File: src/rtl/traffic_pkg.sv
// traffic_pkg: shared state encoding, lamp pattern type and default phase durations.
// Optional TRAFFIC_FLASH_EN adds the FLASH state.
package traffic_pkg;

    typedef enum logic [3:0] {
        ALLRED_NS, NS_RA, NS_G, NS_A, ALLRED_EW, EW_RA, EW_G, EW_A, WALK
`ifdef TRAFFIC_FLASH_EN
        , FLASH
`endif
    } state_e;

    typedef enum logic {DIR_NS, DIR_EW} dir_e;

    typedef struct packed {
        logic red;
        logic amber;
        logic green;
    } lamp_t;

    localparam lamp_t L_OFF   = 3'b000;
    localparam lamp_t L_RED   = 3'b100;
    localparam lamp_t L_RA    = 3'b110;
    localparam lamp_t L_GREEN = 3'b001;
    localparam lamp_t L_AMBER = 3'b010;

    localparam int DEF_GREEN     = 8;
    localparam int DEF_AMBER     = 3;
    localparam int DEF_RED_AMBER = 2;
    localparam int DEF_ALL_RED   = 1;
    localparam int DEF_WALK      = 5;
    localparam int DEF_FLASH     = 4;

    function automatic int max2(input int a, input int b);
        return a > b ? a : b;
    endfunction

endpackage

File: src/rtl/traffic_junction_phase_timer.sv
// phase_timer: loadable down-counter with enable and zero flag; holds at zero.
module phase_timer #(
    parameter int           W       = 3,
    parameter logic [W-1:0] RST_VAL = '0
) (
    input  logic         clk,
    input  logic         rst_n,
    input  logic         load_i,
    input  logic [W-1:0] load_val_i,
    input  logic         en_i,
    output logic         zero_o
);
    logic [W-1:0] count_q, count_d;

    always_comb count_d = load_i ? load_val_i : (en_i && count_q != '0) ? count_q - 1'b1 : count_q;

    always_ff @(posedge clk or negedge rst_n)
        if (!rst_n) count_q <= RST_VAL;
        else        count_q <= count_d;

    assign zero_o = count_q == '0;
endmodule

File: src/rtl/traffic_junction.sv
// traffic_junction: two-way UK-sequence junction controller with all-red clearance and latched WALK phase.
// Define TRAFFIC_FLASH_EN to add the flash input and the flashing-amber FLASH state.
module traffic_junction
    import traffic_pkg::*;
#(
    parameter int GREEN_CYCLES     = DEF_GREEN,
    parameter int AMBER_CYCLES     = DEF_AMBER,
    parameter int RED_AMBER_CYCLES = DEF_RED_AMBER,
    parameter int ALL_RED_CYCLES   = DEF_ALL_RED,
    parameter int WALK_CYCLES      = DEF_WALK
`ifdef TRAFFIC_FLASH_EN
    , parameter int FLASH_HALF     = DEF_FLASH
`endif
) (
    input  logic clk,
    input  logic rst_n,
    input  logic en,
    input  logic ped_req,
`ifdef TRAFFIC_FLASH_EN
    input  logic flash,
`endif
    output logic ns_red,
    output logic ns_amber,
    output logic ns_green,
    output logic ew_red,
    output logic ew_amber,
    output logic ew_green,
    output logic walk,
    output logic ped_ack
);
`ifdef TRAFFIC_FLASH_EN
    localparam int MAXD = max2(max2(max2(GREEN_CYCLES, AMBER_CYCLES), max2(RED_AMBER_CYCLES, ALL_RED_CYCLES)),
                               max2(WALK_CYCLES, FLASH_HALF));
`else
    localparam int MAXD = max2(max2(max2(GREEN_CYCLES, AMBER_CYCLES), max2(RED_AMBER_CYCLES, ALL_RED_CYCLES)),
                               WALK_CYCLES);
`endif
    localparam int TW = MAXD > 1 ? $clog2(MAXD) : 1;

    state_e        state_q, state_d;
    dir_e          dir_q, dir_d;
    logic          ped_q, ped_d, ack_q, enter_walk;
    logic          tmr_zero, tmr_load, tmr_en;
    logic [TW-1:0] tmr_val;
    int            dur;
    lamp_t         ns_l, ew_l;

    always_comb begin
        state_d = state_q;
        dir_d   = dir_q;
        if (en && tmr_zero) begin
            case (state_q)
                ALLRED_NS: state_d = NS_RA;
                NS_RA:     state_d = NS_G;
                NS_G:      state_d = NS_A;
                NS_A: begin
                    state_d = ped_q ? WALK : ALLRED_EW;
                    dir_d   = DIR_EW;
                end
                ALLRED_EW: state_d = EW_RA;
                EW_RA:     state_d = EW_G;
                EW_G:      state_d = EW_A;
                EW_A: begin
                    state_d = ped_q ? WALK : ALLRED_NS;
                    dir_d   = DIR_NS;
                end
                WALK:      state_d = dir_q == DIR_EW ? ALLRED_EW : ALLRED_NS;
                default:   state_d = ALLRED_NS;
            endcase
        end
`ifdef TRAFFIC_FLASH_EN
        if (flash)                 state_d = FLASH;
        else if (state_q == FLASH) state_d = ALLRED_NS;
`endif
    end

    always_comb begin
        case (state_d)
            NS_RA, EW_RA: dur = RED_AMBER_CYCLES;
            NS_G, EW_G:   dur = GREEN_CYCLES;
            NS_A, EW_A:   dur = AMBER_CYCLES;
            WALK:         dur = WALK_CYCLES;
`ifdef TRAFFIC_FLASH_EN
            FLASH:        dur = FLASH_HALF;
`endif
            default:      dur = ALL_RED_CYCLES;
        endcase
    end

    assign tmr_val    = TW'(dur - 1);
    assign enter_walk = state_d == WALK && state_q != WALK;

`ifdef TRAFFIC_FLASH_EN
    logic amb_q, amb_d;
    // The flash half-period runs from the same timer, free of en.
    assign tmr_load = state_d != state_q || (state_q == FLASH && tmr_zero);
    assign tmr_en   = en || state_q == FLASH;
    assign amb_d    = state_q != FLASH ? 1'b1 : tmr_zero ? ~amb_q : amb_q;
    assign ped_d    = state_q == FLASH ? ped_q : enter_walk ? 1'b0 : ped_q | ped_req;
    always_ff @(posedge clk or negedge rst_n)
        if (!rst_n) amb_q <= 1'b1;
        else        amb_q <= amb_d;
`else
    assign tmr_load = state_d != state_q;
    assign tmr_en   = en;
    assign ped_d    = enter_walk ? 1'b0 : ped_q | ped_req;
`endif

    phase_timer #(.W(TW), .RST_VAL(TW'(ALL_RED_CYCLES - 1))) u_timer (
        .clk       (clk),
        .rst_n     (rst_n),
        .load_i    (tmr_load),
        .load_val_i(tmr_val),
        .en_i      (tmr_en),
        .zero_o    (tmr_zero)
    );

    always_ff @(posedge clk or negedge rst_n)
        if (!rst_n) begin
            state_q <= ALLRED_NS;
            dir_q   <= DIR_NS;
            ped_q   <= 1'b0;
            ack_q   <= 1'b0;
        end else begin
            state_q <= state_d;
            dir_q   <= dir_d;
            ped_q   <= ped_d;
            ack_q   <= enter_walk;
        end

    always_comb begin
        ns_l = L_RED;
        ew_l = L_RED;
        walk = 1'b0;
        case (state_q)
            NS_RA: ns_l = L_RA;
            NS_G:  ns_l = L_GREEN;
            NS_A:  ns_l = L_AMBER;
            EW_RA: ew_l = L_RA;
            EW_G:  ew_l = L_GREEN;
            EW_A:  ew_l = L_AMBER;
            WALK:  walk = 1'b1;
`ifdef TRAFFIC_FLASH_EN
            FLASH: begin
                ns_l = amb_q ? L_AMBER : L_OFF;
                ew_l = amb_q ? L_AMBER : L_OFF;
            end
`endif
            default: ;
        endcase
    end

    assign {ns_red, ns_amber, ns_green} = ns_l;
    assign {ew_red, ew_amber, ew_green} = ew_l;
    assign ped_ack = ack_q;
endmodule

File: config.mk
export PLATFORM = sky130hd
export DESIGN_NAME = traffic_junction
export DESIGN_NICKNAME = d
export VERILOG_FILES = /design/src/rtl/traffic_pkg.sv /design/src/rtl/traffic_junction_phase_timer.sv /design/src/rtl/traffic_junction.sv
export SDC_FILE = /design/constraint.sdc
export NUM_CORES = 1
export LEC_CHECK = 0
export ABC_CLOCK_PERIOD_IN_PS = 2500
export CAP_MARGIN = 20
export CORE_AREA = 10 10 47 49
export CTS_CLUSTER_DIAMETER = 40
export CTS_CLUSTER_SIZE = 8
export DETAILED_ROUTE_END_ITERATION = 8
export DIE_AREA = 0 0 57 59
export PLACE_DENSITY = 0.72
export SKIP_LAST_GASP = 1
export SLEW_MARGIN = 20
export SYNTH_ARGS = -nofsm -noshare
export SYNTH_HDL_FRONTEND = slang
export SYNTH_SLANG_ARGS = --single-unit
File: constraint.sdc
create_clock -name clk -period 2.5 [get_ports clk]
set_clock_uncertainty 0.1 [all_clocks]
set_input_delay 0.5 -clock clk [delete_from_list [all_inputs] [get_ports clk]]
set_output_delay 0.5 -clock clk [all_outputs]
set_load 0.02 [all_outputs]
==> impl_metrics.env <==
export IMPL_drv_slew=0
export IMPL_hp_class="flop to flop"
export IMPL_hpwlAfterDp_um=906
export IMPL_arrival_ns=1.70
export IMPL_avgSynthCellArea_um2=8.92
export IMPL_track_usage_pct=7.60
export IMPL_netlist_area_um2=607
export IMPL_syn2layout_area_growth_pct=25.6
export IMPL_powerDensity_mw_per_mm2=1100
export IMPL_first_iter_violations=1
export IMPL_tightest_slew_ns=0.451
export IMPL_row_count=14
export IMPL_critPathKind="flop to primary output"
export IMPL_grt_pass1_vias=459
export IMPL_max_vdd_ir_drop_uv=624
export IMPL_end_kind="primary output"
export IMPL_status="finished, final reports clean"
export IMPL_fin_crit_sh_pct=92.1
export IMPL_worst_setup_path_start_kind="flop"
export IMPL_cts_buffer_depth=2
export IMPL_ys_ff_latch=10
export IMPL_clock_sinks=10
export IMPL_synth_edff_count=0
export IMPL_synth_ff_type="dfrtp_1"
export IMPL_core_area_mm2=0.00140
export IMPL_yosysUniqueCellTypes=33
export IMPL_fin_cells=97
export IMPL_initial_core_util_pct=43.3
export IMPL_syn_num_nets=74
export IMPL_place_congestion=0.752
export IMPL_n_antenna_cell=0
export IMPL_yosysSeqAreaShare_pct=41.2
export IMPL_drc=0
export IMPL_totalPowerFinal_mw=0.836
export IMPL_layout_common_cells="clkdlybuf4s50_1, nor2_1, dfrtp_1, nand2_1, o21ai_0"
export IMPL_cts_tree="done"
export IMPL_finalHoldViolCount=0
export IMPL_final_common_cell="clkdlybuf4s50_1"
export IMPL_async_flop_share_pct=100
export IMPL_grt_pass1_wl_mm=1.99
export IMPL_min_period_ns=2.30
export IMPL_antenna_found_initial=0
export IMPL_numCtsBuffers=3
export IMPL_pin_count=12
export IMPL_drive_above_1_share_pct=17.3
export IMPL_num_vias=488
export IMPL_required_ns=1.90
export IMPL_maxCapViolations=0
export IMPL_via_per_inst=5.03
export IMPL_nNetsFinal=88
export IMPL_die_area_mm2=0.00336
export IMPL_slew_headroom_pct=69.9
export IMPL_setup_tns_ns=0
export IMPL_setup_viol=0
export IMPL_post_cts_buffers=0
export IMPL_wire_per_inst_um=12.2
export IMPL_clk_latency_ns=0.26
export IMPL_grt_max_degree=12
export IMPL_fmax_mhz=434
export IMPL_die_h_um=59
export IMPL_netlist_instances=68
export IMPL_critPathMaxFanout=9
export IMPL_clk_pin_slew_ns=0.07
export IMPL_nFillCells=139
export IMPL_die_w_um=57
export IMPL_place_ws_ns=0.328
export IMPL_cts_max_level=1
export IMPL_postLayoutSetupSlackWorst_ns=0.197
export IMPL_routed_wl_mm=1.18
export IMPL_rsz0062_at_grt="no"
export IMPL_ant_nets=0
export IMPL_yosys_warnings=0
export IMPL_p_leak_nw=0.370
export IMPL_dp_cells=93
export IMPL_cts_root_buf="clkbuf_4"
export IMPL_io_buffer_count=11
export IMPL_overflow=0
export IMPL_drtPass1Iterations=3
[path summary, 6_finish.rpt]
check / startpoint / endpoint / slack, ns / depth (start not counted)
worst max-delay path: state_q[1] / ew_green / 0.20 / 4
min in group asynchronous: rst_n / state_q[0] / 0.45 / 1
worst max register to register: u_timer.count_q[0] / ped_q / 0.88 / 6
worst min-delay path: dir_q / dir_q / 0.40 / 2
max in group asynchronous: rst_n / state_q[1] / 1.52 / 1
worst min register to register: dir_q / dir_q / 0.40 / 2
[metrics by stage]
stage	utilization (%)	hold slack, ns	cell area [um^2]
after floorplan	-	0.104	607
after global placement	51.5	0.375	722
after detailed placement	51.5	0.381	722
after CTS	54.1	0.396	758
after global routing	54.4	0.438	762
final	54.4	0.395	762
[sequential cells by signal, summed over array words and instances, names as in the netlist]
signal           cells
ped_q                1
state_q              4
ped_ack              1
u_timer.count_q      3
dir_q                1
[repair_timing]
action                     CTS  global route
setup endpoints to repair    0             2
hold buffers                 0             0
hold endpoints to repair     0             0
gates resized for setup      0             2
[cell type report]
class,instances,area (um^2),area share (%)
multi-input combinational,48,300,39.4
sequential,10,251,33.0
timing repair buffer,14,135,17.7
clock buffer,4,36.3,4.76
tap,16,20.0,2.63
inverter,5,18.8,2.46
[worst max-delay path: stages (launching register included)]
cell and delay [ns]:
dfrtp_2 0.44, and2b_1 0.20, nand2_1 0.09, nor2_1 0.10
clkdlybuf4s50_1 0.61
[power by group]
group          switching [mW]  internal [mW]  leakage [nW]
sequential             0.0440          0.220         0.120
combinational           0.222          0.205         0.229
clock                  0.0564         0.0884        0.0210
total                   0.322          0.513         0.370
[synthesized netlist by cell type, types with 2 or more instances]
| library cell | count | area [um^2] |
|---|---|---|
| ha_1 | 2 | 25.0 |
| a21oi_1 | 3 | 15.0 |
| dfrtp_1 | 10 | 250 |
| o21ai_0 | 5 | 25.0 |
| buf_2 | 3 | 15.0 |
| buf_6 | 2 | 22.5 |
| nand2_1 | 5 | 18.8 |
| nor2b_1 | 2 | 12.5 |
| nor2_1 | 9 | 33.8 |
| inv_1 | 4 | 15.0 |
[cells by family after synthesis]
kind of cell / after synthesis / share of synthesized area, %
flops: 10 / 41.2
buf+inv: 10 / 9.28
simple gates: 27 / 24.5
xor+xnor: 1 / 1.44
mux: 1 / 1.86
compound gates: 17 / 17.5
fa+ha+maj: 2 / 4.12
[per-layer routing]
layer  wire, um  share of wire (%)  GRT usage [%]  vias to the layer above
met2        519                 44           11.2                       12
met1        526                 45           7.70                      217
met4         38                3.2           7.05                        0
met5          0                  0              0                        -
li1           -                  -              -                      255
met3         94                8.0           3.86                        4
No activity file was read; power rests on OpenSTA's default activity.
